### src/rtl/adder_pkg.sv
// Shared defaults and helpers for the carry-lookahead adder.
package adder_pkg;

    localparam int WIDTH_DEF = 32;
    localparam int GRP_DEF   = 4;

    // Signed overflow: both operands share a sign that the result does not.
    function automatic logic of_calc(input logic a_msb, input logic b_msb, input logic s_msb);
        return (a_msb & b_msb & ~s_msb) | (~a_msb & ~b_msb & s_msb);
    endfunction

endpackage

### src/rtl/adder_cla_group.sv
// One lookahead group: GRP sum bits plus the group propagate/generate
// terms consumed by the second-level lookahead in the top level.
module cla_group #(
    parameter int GRP = 4
) (
    input  logic [GRP-1:0] a,
    input  logic [GRP-1:0] b,
    input  logic           cin,
    output logic [GRP-1:0] sum,
    output logic           p_grp,
    output logic           g_grp
);

    logic [GRP-1:0] p;
    logic [GRP-1:0] g;
    logic [GRP-1:0] c;

    assign p = a ^ b;
    assign g = a & b;

    always_comb begin
        c[0] = cin;
        for (int i = 1; i < GRP; i++) begin
            c[i] = g[i-1] | (p[i-1] & c[i-1]);
        end
    end

    assign sum = p ^ c;

    // Group terms are independent of cin so the top-level lookahead has no loop.
    always_comb begin
        logic g_acc;
        g_acc = 1'b0;
        for (int i = 0; i < GRP; i++) begin
            g_acc = g[i] | (p[i] & g_acc);
        end
        g_grp = g_acc;
        p_grp = &p;
    end

endmodule

### src/rtl/adder.sv
// Two-level carry-lookahead adder with combinational results and a
// one-cycle registered copy for pipelined consumers.
module adder
    import adder_pkg::*;
#(
    parameter int WIDTH = WIDTH_DEF,
    parameter int GRP   = GRP_DEF
) (
    input  logic             clk,
    input  logic             rst,
    input  logic [WIDTH-1:0] a,
    input  logic [WIDTH-1:0] b,
    input  logic             cin,
    output logic [WIDTH-1:0] sum,
    output logic             co,
    output logic             OF,
    output logic [WIDTH-1:0] sum_q,
    output logic             co_q,
    output logic             OF_q
);

    localparam int NGRP = WIDTH / GRP;

    logic [NGRP-1:0] grp_p;
    logic [NGRP-1:0] grp_g;
    logic [NGRP:0]   grp_c;

    logic [WIDTH-1:0] sum_d;
    logic             co_d;
    logic             OF_d;

    for (genvar k = 0; k < NGRP; k++) begin : g_grp
        cla_group #(
            .GRP(GRP)
        ) u_grp (
            .a    (a[k*GRP +: GRP]),
            .b    (b[k*GRP +: GRP]),
            .cin  (grp_c[k]),
            .sum  (sum[k*GRP +: GRP]),
            .p_grp(grp_p[k]),
            .g_grp(grp_g[k])
        );
    end

    always_comb begin
        grp_c[0] = cin;
        for (int k = 0; k < NGRP; k++) begin
            grp_c[k+1] = grp_g[k] | (grp_p[k] & grp_c[k]);
        end
    end

    assign co = grp_c[NGRP];
    assign OF = of_calc(a[WIDTH-1], b[WIDTH-1], sum[WIDTH-1]);

    always_comb begin
        sum_d = sum;
        co_d  = co;
        OF_d  = OF;
    end

    // Reset clears only the pipeline copy; the combinational path keeps tracking inputs.
    always_ff @(posedge clk) begin
        if (rst) begin
            sum_q <= '0;
            co_q  <= 1'b0;
            OF_q  <= 1'b0;
        end else begin
            sum_q <= sum_d;
            co_q  <= co_d;
            OF_q  <= OF_d;
        end
    end

endmodule

### config.mk
export PLATFORM = sky130hd
export DESIGN_NAME = adder
export DESIGN_NICKNAME = d
export VERILOG_FILES = /design/src/rtl/adder_pkg.sv /design/src/rtl/adder_cla_group.sv /design/src/rtl/adder.sv
export SDC_FILE = /design/constraint.sdc
export NUM_CORES = 1
export LEC_CHECK = 0
export BUFFER_PORTS_ARGS = -buffer_cell sky130_fd_sc_hd__buf_2
export CAP_MARGIN = 0
export CORE_MARGIN = 2
export CORE_UTILIZATION = 48
export DETAILED_ROUTE_END_ITERATION = 10
export PLACE_DENSITY = 0.95
export SYNTH_ARGS = -nofsm -noshare
export SYNTH_HDL_FRONTEND = slang
export SYNTH_HIERARCHICAL = 1
export SYNTH_SLANG_ARGS = --single-unit
### constraint.sdc
create_clock -name clk -period 5.95 [get_ports clk]
set_clock_uncertainty 0.15 [all_clocks]
set_input_delay 0.8925 -clock clk [delete_from_list [all_inputs] [get_ports clk]]
set_output_delay 0.8925 -clock clk [all_outputs]
set_load 0.05 [all_outputs]
==> results.txt <==
- The run finished with clean final reports.
- In the final routed layout, each cell accounts on average for 13.0 um.
- After global routing the overflow that remains totals 0.
- HPWL after detailed placement: 5110 um
- Clock tree buffer depth: 2
- Count of instances resized after the clock tree is built: 0
* Clk root buf: sky130_fd_sc_hd__clkbuf_8
- The netlist uses 21 different library cells.
* Endpoint required time on the critical path: 4.91 ns
- The worst path in the final design needs a cycle of 5.17 ns, including I/O delays and setup.
- The sequential cells in the finished layout cover a total of 681 sq um.
- The count of pins over their slew limit is 0.
* Tightest Pin Transition: 0.605 ns
* Filler Cell Count: 389
* Library cell with the largest summed area after synthesis: sky130_fd_sc_hd__dfxtp_1
- Area enclosed by the die boundary: 0.00555 sq mm
- The multi-input combinational cells in the finished layout cover a total of 0.00154 sq mm.
- Clock H-tree levels: 2
- Die extent in x: 74.5 um
- Number of buffers created by CTS: 5
* WS Path Type: in2out
* Total negative slack: 0 ns
- The tool flagged a number of max-cap violations equal to 0.
* Wire length of the first global-routing pass: 9370 um
- Area share of the leading cell type in the synthesized netlist: 28.5%
- Worst-path fanout max: 5
- Proportion of layout cells with a drive suffix above 1: 38.2%
* Endpoints failing hold: 0
- In the finished design, the share of the clock period the worst path needs comes to 86.9%.
- Vias: 2161
- After clock tree synthesis, the clock-pin slew on the worst setup and hold paths is 0.07 ns.
- In this run, the number of DRC markers left after iteration 0 of detailed routing was 58.
- The routed design has 5790 um of wire.
- Weighted congestion at the end of routability-driven global placement: 0.838
- Peak clock frequency supported by timing: 193 MHz
- Core Region: 0.00475 sq mm
* Number of I/O pins: 135
* Via density per instance: 4.83
- Kind of capture point of the worst setup path: primary output
* Register bit count reported by yosys: 34
- The number of antenna violations at the first check in global routing is 0.
- For this run, the number of Yosys warnings is 6.
- Cells fill 68.1% of the core in the end.
* Number of antenna-violating nets in the routed design: 0
- In this run the core area contains 25 standard-cell rows.
- Proportion of synthesized chip area in sequential cells: 28.5%
- Drc violations: 0
* Total number of clock tree sinks: 34
- Averaged over all synthesized cells, the footprint is 9.91 sq um.
- Peak supply drop: 0.140 mV
* Vias in the first global route: 2179
- Net total in the final layout: 502
- Dividing total power by cell area gives a power density of 318 mW/mm^2.
- For this run, the detailed router's first-pass iteration total came to 6.
* Ranking of synthesized cells by area: sky130_fd_sc_hd__dfxtp_1 29%, sky130_fd_sc_hd__fa_1 20%, sky130_fd_sc_hd__ha_1 17%
- After technology mapping, the gate count stands at 241.
* Number of setup buffers added after CTS: 0
- Once the floorplan was initialized, standard cells occupied 50.2% of the core.
- Setup violations remaining at the end of the flow were counted as 0.
- The mapped netlist covers 0.00239 sq mm.
* Growth of design area from synthesis to finish: 35.6%
* # hold bufs at CTS: 0
- Unrepaired setup endpoints after global routing: no
- Maximum number of pins on one net before global-route repair: 35
- The path class of the tightest hold or removal check is in2reg.
- Setup crit start kind: input port
- The die is 74.5 um tall.
- Net Count, Synth: 364
- Leak Pwr: 1.77 nW
* TritonCTS clock tree: done
- Power after layout: 1.03 mW
- Port Buffer Count: 134
- STA puts the critical path data arrival time at 4.13 ns.
- Measured against its own limit, the worst slew margin works out to 59.6%.
- Count of antenna diodes in the layout: 0
- Tot GR Track Use: 21.9%
[stage by stage]
step | std cells | setup slack [ns] | cell area, sq um | hold slack [ns]
2_1_floorplan | 241 | 0.221 | 2390 | 0.814
3_3_place_gp | 439 | 0.865 | 3130 | 1.16
3_5_place_dp | 439 | 0.759 | 3130 | 1.17
4_1_cts | 447 | 0.754 | 3240 | 0.872
5_1_grt | 447 | 0.562 | 3240 | 0.889
6_report | 447 | 0.780 | 3240 | 0.880
[where the power goes]
| group | switching [mW] | internal (mW) |
|---|---|---|
| combinational | 0.415 | 0.142 |
| sequential | 0.00663 | 0.258 |
| clock | 0.0829 | 0.125 |
| total | 0.504 | 0.526 |
[cells by family after synthesis]
logic type / count (synthesis) / share of synthesized area (%)
xor gates and xnor gates: 8 / 2.94
adders and majority gates: 56 / 36.9
and+or+nand+nor: 60 / 15.4
AOI/OAI and AO/OA: 38 / 9.17
DFF: 34 / 28.5
buffers and inverters: 45 / 7.08
[synthesized netlist by cell type]
master                      n
sky130_fd_sc_hd__nor3_2     1
sky130_fd_sc_hd__nor3_1     2
sky130_fd_sc_hd__nor2_1     3
sky130_fd_sc_hd__and4_1     8
sky130_fd_sc_hd__clkbuf_1   3
sky130_fd_sc_hd__nor4_2     1
sky130_fd_sc_hd__o21bai_1   2
sky130_fd_sc_hd__a21o_2     1
sky130_fd_sc_hd__a211oi_2   2
sky130_fd_sc_hd__o21ai_0    1
sky130_fd_sc_hd__ha_1      32
sky130_fd_sc_hd__a21oi_1   18
sky130_fd_sc_hd__nand2_1   11
sky130_fd_sc_hd__o21ai_1   12
sky130_fd_sc_hd__xor2_1     8
sky130_fd_sc_hd__nor4_1     1
sky130_fd_sc_hd__inv_1     42
sky130_fd_sc_hd__nor2b_1   33
sky130_fd_sc_hd__fa_1      24
sky130_fd_sc_hd__dfxtp_1   34
sky130_fd_sc_hd__a21o_1     2
[routing by layer]
metal / vias to the layer above / GRT usage, % / wire (um)
met1: 1019 / 23.6 / 2120
met4: 0 / 8.73 / 158
met5: - / 0 / 0
met2: 73 / 42.1 / 3230
li1: 1055 / - / -
met3: 14 / 3.39 / 280
[final timing paths]
path,endpoint,startpoint,cells after the start
max,OF,a[17],16
min,sum_q[14],b[14],3
[sequential cells by signal (all words and copies together) (netlist names)]
register	flops
OF_q	1
sum_q	32
co_q	1
[cells in the final DEF (no fill, tap or decap), drive strengths merged]
| cell type | synthesis | final |
|---|---|---|
| a211oi | 2 | 2 |
| inv | 42 | 42 |
| fa | 24 | 24 |
| buf | 0 | 134 |
| o21bai | 2 | 2 |
| bufinv | 0 | 1 |
| dfxtp | 34 | 34 |
| clkbuf | 3 | 7 |
| o21ai | 13 | 13 |
| ha | 32 | 32 |
| and4 | 8 | 8 |
| nor3 | 3 | 3 |
| nor4 | 2 | 2 |
| a21oi | 18 | 18 |
| xor2 | 8 | 8 |
| nand2 | 11 | 11 |
| a21o | 3 | 3 |
| nor2b | 33 | 33 |
| nor2 | 3 | 3 |
[worst max-delay path, cell delays in order]
cell and delay, ns:
sky130_fd_sc_hd__buf_2 0.12, sky130_fd_sc_hd__ha_1 0.30, sky130_fd_sc_hd__a21oi_1 0.18, sky130_fd_sc_hd__o21ai_1 0.18
sky130_fd_sc_hd__nor4_1 0.30, sky130_fd_sc_hd__o21ai_1 0.17, sky130_fd_sc_hd__a21o_2 0.21, sky130_fd_sc_hd__inv_1 0.06
sky130_fd_sc_hd__fa_1 0.16, sky130_fd_sc_hd__inv_1 0.05, sky130_fd_sc_hd__fa_1 0.37, sky130_fd_sc_hd__fa_1 0.38
sky130_fd_sc_hd__xor2_1 0.25, sky130_fd_sc_hd__nand2_1 0.08, sky130_fd_sc_hd__o21ai_0 0.11, sky130_fd_sc_hd__buf_2 0.31
[area by class of cell]
cell class                      instances  area share (%)
Sequential cell                        34            21.0
Tap cell                               67            2.59
Inverter                               42            4.87
Timing Repair Buffer                  134            20.7
Multi-Input combinational cell        162            47.5
Clock buffer                            7            2.36
Clock inverter                          1           0.928
(Power assumes the default switching activity.)
